File: src/rtl/idma_error_sequencer.sv
// idma_error_sequencer: central error-handling controller for the iDMA backend.
// Arbitrates error reports from four origins (bus read, bus write, backend,
// nd-midend) round-robin and presents one error at a time to the frontend.
// It then waits for the frontend's CONTINUE/ABORT decision and dispatches it
// back to the originating unit.
//
// Optional feature macro: IDMA_ERR_SEQ_CNT_EN
//   defined   -> saturating capture counter drives err_cnt_o
//   undefined -> no counter register, err_cnt_o tied to 0
module idma_error_sequencer #(
  parameter int unsigned AddrWidth = 64,
  parameter int unsigned CntWidth  = 16
) (
  input  logic                   clk_i,
  input  logic                   rst_i,
  // error sources, index = err_type_e
  input  logic [3:0]             src_valid_i,
  input  logic [4*AddrWidth-1:0] src_addr_i,
  output logic [3:0]             src_ready_o,
  // error report towards the frontend
  output logic                   err_valid_o,
  input  logic                   err_ready_i,
  output logic [1:0]             err_type_o,
  output logic [AddrWidth-1:0]   err_addr_o,
  // error-handling action from the frontend (0 = CONTINUE, 1 = ABORT)
  input  logic                   eh_req_valid_i,
  input  logic                   eh_req_i,
  output logic                   eh_req_ready_o,
  // action dispatch towards the originating source
  output logic [3:0]             act_valid_o,
  output logic                   act_o,
  input  logic [3:0]             act_ready_i,
  // status
  output logic                   eh_fsm_busy_o,
  output logic [CntWidth-1:0]    err_cnt_o
);

  localparam logic [1:0] StIdle       = 2'd0;
  localparam logic [1:0] StReport     = 2'd1;
  localparam logic [1:0] StWaitAction = 2'd2;
  localparam logic [1:0] StDispatch   = 2'd3;

  logic [1:0]           state_q, state_d;
  logic [1:0]           rr_q, rr_d;
  logic [1:0]           type_q, type_d;
  logic [AddrWidth-1:0] addr_q, addr_d;
  logic                 act_q, act_d;
  logic                 busy_q;

  logic [AddrWidth-1:0] src_addr [4];
  logic                 grant_vld;
  logic [1:0]           grant_idx;
  logic [1:0]           cand;
  logic                 capture;
  logic [3:0]           type_onehot;

  // Unpack the flat per-source address bus.
  always_comb begin
    for (int i = 0; i < 4; i++) begin
      src_addr[i] = src_addr_i[i*AddrWidth +: AddrWidth];
    end
  end

  // Round-robin pick: first pending source at or after rr_q. Scanning the
  // offsets from far to near lets the nearest pending source win.
  always_comb begin
    grant_vld = 1'b0;
    grant_idx = rr_q;
    cand      = rr_q;
    for (int i = 3; i >= 0; i--) begin
      cand = rr_q + 2'(i);
      if (src_valid_i[cand]) begin
        grant_vld = 1'b1;
        grant_idx = cand;
      end
    end
  end

  // A capture never happens in a reset cycle, so the pulse is suppressed there
  // to keep sources from believing their error was taken.
  assign capture     = (state_q == StIdle) && grant_vld && !rst_i;
  assign type_onehot = 4'b0001 << type_q;

  // Handshake outputs decoded from the current state.
  always_comb begin
    src_ready_o    = capture ? (4'b0001 << grant_idx) : 4'b0000;
    err_valid_o    = (state_q == StReport);
    eh_req_ready_o = (state_q == StWaitAction);
    act_valid_o    = (state_q == StDispatch) ? type_onehot : 4'b0000;
  end

  assign err_type_o    = type_q;
  assign err_addr_o    = addr_q;
  assign act_o         = act_q;
  assign eh_fsm_busy_o = busy_q;

  // Next-state logic for the error-handling loop and its captured payload.
  always_comb begin
    state_d = state_q;
    rr_d    = rr_q;
    type_d  = type_q;
    addr_d  = addr_q;
    act_d   = act_q;
    unique case (state_q)
      StIdle: begin
        if (capture) begin
          type_d  = grant_idx;
          addr_d  = src_addr[grant_idx];
          rr_d    = grant_idx + 2'd1;
          state_d = StReport;
        end
      end
      StReport: begin
        if (err_ready_i) state_d = StWaitAction;
      end
      StWaitAction: begin
        if (eh_req_valid_i) begin
          act_d   = eh_req_i;
          state_d = StDispatch;
        end
      end
      StDispatch: begin
        // Only the originating source may complete the dispatch.
        if (act_ready_i[type_q]) state_d = StIdle;
      end
      default: state_d = StIdle;
    endcase
  end

  // State and payload registers; busy is registered off the next state.
  always_ff @(posedge clk_i) begin
    if (rst_i) begin
      state_q <= StIdle;
      rr_q    <= 2'd0;
      type_q  <= 2'd0;
      addr_q  <= '0;
      act_q   <= 1'b0;
      busy_q  <= 1'b0;
    end else begin
      state_q <= state_d;
      rr_q    <= rr_d;
      type_q  <= type_d;
      addr_q  <= addr_d;
      act_q   <= act_d;
      busy_q  <= (state_d != StIdle);
    end
  end

`ifdef IDMA_ERR_SEQ_CNT_EN
  logic [CntWidth-1:0] cnt_q, cnt_d;

  // Saturating count of captured errors; cleared only by reset.
  always_comb begin
    cnt_d = cnt_q;
    if (capture && (cnt_q != {CntWidth{1'b1}})) cnt_d = cnt_q + 1'b1;
  end

  // Counter register.
  always_ff @(posedge clk_i) begin
    if (rst_i) cnt_q <= '0;
    else       cnt_q <= cnt_d;
  end

  assign err_cnt_o = cnt_q;
`else
  assign err_cnt_o = '0;
`endif

`ifndef SYNTHESIS
  // At most one source is granted and at most one source sees an action.
  always_ff @(posedge clk_i) begin
    if (!rst_i) begin
      assert ($onehot0(src_ready_o));
      assert ($onehot0(act_valid_o));
    end
  end
`endif

endmodule

File: config.mk
export PLATFORM = sky130hd
export DESIGN_NAME = idma_error_sequencer
export DESIGN_NICKNAME = d
export VERILOG_FILES = /design/src/rtl/idma_error_sequencer.sv
export SDC_FILE = /design/constraint.sdc
export NUM_CORES = 1
export LEC_CHECK = 0
export BUFFER_PORTS_ARGS = -buffer_cell sky130_fd_sc_hd__buf_2
export CAP_MARGIN = 20
export CORE_AREA = 5 5 140 142
export CTS_CLUSTER_DIAMETER = 100
export CTS_CLUSTER_SIZE = 24
export DETAILED_ROUTE_END_ITERATION = 6
export DIE_AREA = 0 0 145 147
export GPL_TIMING_DRIVEN = 0
export HOLD_SLACK_MARGIN = 0.05
export SYNTH_ARGS = -nofsm -noshare
export SYNTH_HDL_FRONTEND = slang
export SYNTH_SLANG_ARGS = --single-unit
File: constraint.sdc
create_clock -name clk_i -period 2.05 [get_ports clk_i]
set_input_delay 0.3075 -clock clk_i [delete_from_list [all_inputs] [get_ports clk_i]]
set_output_delay 0.3075 -clock clk_i [all_outputs]
set_load 0.01 [all_outputs]
* After elaboration in Yosys (flattened, before gate mapping)
Index checks and enable logic that the tools add are counted.
** Cells by class
- $add $sub $neg :: 4
- Shift-type cells :: 2
- $lt $le $gt $ge :: 6
- Bitwise operators :: 1
- Mux-type cells :: 28
- Equal/unequal tests :: 3
- Reductions and logical operators :: 7
** Operators by type and width (number)
- $bmux 64 s2 :: 1
- $mux 64 :: 2
- $mux 2 :: 8
- $lt 2x3->1 const B :: 5
- $bmux 1 s2 :: 5
- $mux 1 :: 9
- $mux 4 :: 2
- $pmux 2 s4 :: 1
- $shl 1x2->4 const A :: 2
- $add 2x1->2 const B :: 2
- $add 2x2->2 const B :: 2
- $eq 2x2->1 const B :: 2
- $reduce_and 2->1 :: 2
- $ge 3x3->1 const B :: 1
- $not 2->3 :: 1
- $eq 2x1->1 const B :: 1
- $logic_and 1x1->1 :: 2
- $logic_not 2->1 :: 1
- $reduce_bool 2->1 :: 1
- $logic_not 1->1 :: 1
** Word-level totals
- Input port bits :: 269
- Word-level logic and storage cells :: 57
- Register bits :: 72
- Output and inout port bits :: 94

* Depth between registers and ports, before layout
- Depth after elaboration :: 12
- Gate-level depth with buffers :: 9
- Gate-level depth less buffers :: 7

* Worst setup path after synthesis
Ideal clock, no wire load.
- Kind :: input to output
- From :: input src_valid_i[2]
- To :: output src_ready_o[0]
- Path buffers :: 3
- Arrival time :: 1.577 ns
- Required time :: 1.742 ns
- Stages on the path :: 9
- Slack :: 0.166 ns
- Cells stage by stage :: nor2_1 -> a21boi_1 -> and3b_1 -> buf_6 -> buf_12 -> buf_8 -> inv_1 -> ha_1 -> and2_1
** On the way
- Elaborated cells between the ends (all ways) :: 20
- Classes of those cells :: shift: 1; mux: 17; reduce/logical: 2
** RTL lines
- start: declaration :: line 17 : input logic [3:0] src_valid_i,
- $bmux 1 s2 :: line 72 : if (src_valid_i[cand]) begin
- $mux 1 (not written as such) :: line 72
- $mux 2 (3 in series) :: line 72
- $mux 2 * :: line 72
- net grant_idx[0] :: line 52 : logic [1:0] grant_idx;
- $shl 1x2->4 * :: line 86 : src_ready_o = capture ? (4'b0001 << grant_idx) : 4'b0000;
- $mux 4 * :: line 86
- end: declaration :: line 19 : output logic [3:0] src_ready_o,
Mark *: on every way through the listed nets, which the timed path passes. The rest lies on a longest branch. The select of a mux whose other input is x is not followed.

* Worst setup path in the final report
- From :: register rr_q[0]
- To :: output src_ready_o[0]
** On the way
- Elaborated cells between the ends (all ways) :: 23
- Classes of those cells :: add/sub: 3; shift: 1; mux: 17; reduce/logical: 2
** RTL lines
- start: declaration :: line 44 : logic [1:0] rr_q, rr_d;
- start signal: assignment :: line 141 : rr_q <= rr_d;
- $add 2x2->2 :: line 71 : cand = rr_q + 2'(i);
- $bmux 1 s2 :: line 72
- $mux 1 (not written as such) :: line 72
- $mux 2 (3 in series) :: line 72
- $mux 2 * :: line 72
- net grant_idx[0] :: line 52
- $shl 1x2->4 * :: line 86
- $mux 4 * :: line 86
Marks and branches as above.

==> results.md <==
* Die outline area at 0.02132 sq mm
* Number of cell instances on the worst register-to-register path at 8
* Clock latency on the worst-skew pair at 340 ps
* Total number of vias at 4809
* Worst setup EP type: primary output
* Area growth from synthesis to layout at 58.12%
* Non-filler cells in the finished layout at 1066
* IO Port Bufs at 345
* Mapped Cells at 446
* GRT Overall Usage at 16.11%
* Final routed wirelength across all metal layers at 17930 um
* Layout cell share with drive strength beyond 1 at 53.00%
* Largest delay contributor family on the critical path: buffers and inverters
* Total congestion overflow at 0
* CP Max Fanout at 5
* Share of the clock period used by the worst path at 103.8%
* Overall die width at 145 um
* Pin count of the biggest net entering global routing at 13
* CTS Root Cell: sky130_fd_sc_hd__clkbuf_16
* Leakage power summed over all cells at 3.568 nW
* Req. time, crit path at 1740 ps
* Final Critical Period at 2127 ps
* Hold-fix buffer count after cts at 0
* Share of total power in sequential cells at 30.8%
* Clock network fraction of total power at 26.0%
* Wire length of the first global-routing pass at 27450 um
* Clock slew seen by the registers of the worst setup and hold paths at 60 ps
* CP Launch Point: rr_q[0]$_SDFFE_PP0P_
* Buffer and inverter count on the worst path at 4
* Wire length per cell after detailed routing at 16.82 um
* PwrDens at 877.4 mW/mm^2
* Global placer's final weighted congestion at 0.7789
* FF/Latch Area at 0.001449 sq mm
* Max Cap Viol at 0
* Max transition margin at 60.63%
* Highest-count cells in the layout ignoring fill and taps: sky130_fd_sc_hd__buf_2, sky130_fd_sc_hd__mux2i_1, sky130_fd_sc_hd__nand2_1, sky130_fd_sc_hd__dfxtp_1, sky130_fd_sc_hd__o221ai_1
* Count of cell types in the netlist at 36
* Count of antenna-violating nets left after detailed routing at 0
* Inserted Diodes at 0
* Chip Height at 147 um
* Number of H-tree branching levels at 3
* Minimum setup slack in the final design at -76.98 ps
* Largest stage delay on the critical path at 360 ps
* Initial antenna violation count at 0
* Top-level I/O count at 363
* Vias in the first global route at 4989
* Post-synthesis sequential element count at 72
* Switching power share of the total at 34.84%
* CP max-delay cell: sky130_fd_sc_hd__dfxtp_4
* Final routed DRC violation total at 0
* Footprint of the multi-input gates at 0.002638 sq mm
* Worst r2r dst: err_addr_o[49]$_SDFFE_PP0P_
* CTS Buffer Depth at 2
* Placement row count at 50
* Worst hold path class: in2reg
* Depth of the critical timing path with buffers and inverters included at 9
* Total power draw at 6.122 mW
* Half-perimeter wire length of the detailed placement result at 14610 um
* Startpoint type of the worst setup path: flip-flop
* Post-synthesis instance area at 0.004413 sq mm
* Flop-to-flop setup slack at 80 ps
* Violations in the final reports: negative setup slack
* FF-to-FF Start: rr_q[0]$_SDFFE_PP0P_
* Net count, final at 1100
* Internal Pwr Total at 3.989 mW
* Number of filler instances in the final layout at 1867
* Maximum resistive drop on vdd at 375.7 uV
* Area of all placed cells without fillers at 0.006978 sq mm
* Clock tree from TritonCTS: done
* Routed vias/inst at 4.511
* Count of pins over their slew limit at 0
* Unrepaired setup endpoints after global routing: true
* Starting utilization of the core area at 24.08%
* Cell-by-cell trace of the critical path: nor2b_4 > o21bai_1 > and3b_1 > buf_6 > buf_12 > inv_6 > ha_2 > and2_1 > buf_2
* Total CTS buffers at 9
* Std-Cell Core Area at 0.01833 sq mm
* Largest clock skew in the final design at 8.682 ps
* Result of the run: finished, violations left
* 1st-iter DRT viols at 141
* Logic gate share of total power at 43.2%
* Transition time at the pin with the least slew margin at 590.6 ps
* First-pass DRT Iterations at 4
* Avg Cell Area, Syn at 9.895 sq um
* End of the critical path: src_ready_o[0]
* Timing-limited maximum frequency at 470.1 MHz
* Number of hold violations in the final report at 0
* Leading cell type in the layout, fill and taps excluded: sky130_fd_sc_hd__buf_2
* Final setup violating endpoints at 4
* Final design utilization at 38.07%
* Total cell area at the placement stage at 0.006500 sq mm
* Share of the yosys chip area belonging to registers at 32.66%
* Worst hold slack at 233.5 ps
* Number of sinks handled by clock tree synthesis at 72
* Crit path kind: reg2out
* Placed cell count at 1041
* NetSw at 2.133 mW
* Yosys Warn Count at 0
* Worst EP arrival at 1820 ps
[metal layers]
layer / global-route usage, % / part of all wire, %
met1: 18.46 / 39
met3: 5.552 / 8.3
met4: 4.849 / 1.9
met2: 28.30 / 50
met5: 0 / 0
[synth_stat cells, drive strengths merged]
library cell	number	area, sq um
mux2i	129	1291
nand2	77	304.0
dfxtp	72	1441
o221ai	64	560.5
buf	36	369.1
clkbuf	16	86.33
nor2	11	51.30
nor2b	6	37.54
a21oi	5	25.02
and2	4	25.02
ha	4	50.05
inv	3	13.77
nand3	3	15.01
a211oi	2	20.02
nor3	2	10.01
o21ai	2	10.01
a211o	1	8.760
a21boi	1	7.510
a221o	1	10.01
a22oi	1	7.510
a31oi	1	6.260
and3b	1	8.760
conb	1	3.750
mux4	1	22.52
o21bai	1	7.510
o22ai	1	20.02
[tightest hold or removal path, cell delays in order]
cell and delay [ps]:
sky130_fd_sc_hd__buf_2 100, sky130_fd_sc_hd__nand3_1 60, sky130_fd_sc_hd__a21oi_1 60
[state kept, by name, summed over array words and instances, names as in the netlist]
register and flops:
act_o 1, err_addr_o 64, eh_fsm_busy_o 1, state_q 2, rr_q 2, err_type_o 2
[area by class of cell]
cell class,instances,share of cell area (%)
flip-flops and latches,72,20.76
clock inverters,4,0.7710
well taps,234,4.196
clock buffers,12,3.532
repair buffers,357,26.36
inverters,3,0.2690
multi-input cells,334,37.80
plain buffers,50,6.312
[stage by stage]
step	setup TNS (ps)	setup WS [ps]
floorplan	0	165.6
global placement	-28030	-482.9
detailed placement	-7880	-284.3
CTS	-777.7	-144.4
global route	-824.3	-164.4
finish	-219.0	-76.98
[power groups by stage]
stage / clock network [mW] / logic, mW / registers (mW)
after floorplan: 0 / 1.46 / 2.02
after global placement: 0 / 2.56 / 1.89
after detailed placement: 0 / 2.57 / 1.89
after CTS: 1.66 / 2.67 / 1.87
after global routing: 1.71 / 2.87 / 1.92
final: 1.59 / 2.65 / 1.89
[logic make-up (layout without fill, tap and decap cells)]
family                     after synthesis  in the layout  synth area share, %
DFF                                     72             72                32.66
and+or+nand+nor                        104            104                10.24
other                                    1             16              0.08498
buffers and inverters                   55            426                10.63
muxes                                  130            130                29.77
adders and majority gates                4              4                1.134
AOI/OAI and AO/OA                       80             80                15.48
[worst min-delay path by stage]
stage                                            from                     endpoint  cells past startpoint
after floorplan                              eh_req_i           act_o$_SDFFE_PP0P_                      2
after global placement     err_addr_o[9]$_SDFFE_PP0P_   err_addr_o[9]$_SDFFE_PP0P_                      2
after detailed placement  err_addr_o[25]$_SDFFE_PP0P_  err_addr_o[25]$_SDFFE_PP0P_                      2
after CTS                                    eh_req_i           act_o$_SDFFE_PP0P_                      3
after global routing                         eh_req_i           act_o$_SDFFE_PP0P_                      3
final                                        eh_req_i           act_o$_SDFFE_PP0P_                      3
[timing repair]
| item | 4_1_cts | 5_1_grt |
|---|---|---|
| endpoints found under the setup margin | 64 | 66 |
| setup buffers | 8 | 3 |
| pin swaps | 5 | 6 |
| resized for setup | 18 | 19 |
No activity file was read; power rests on OpenSTA's default activity.
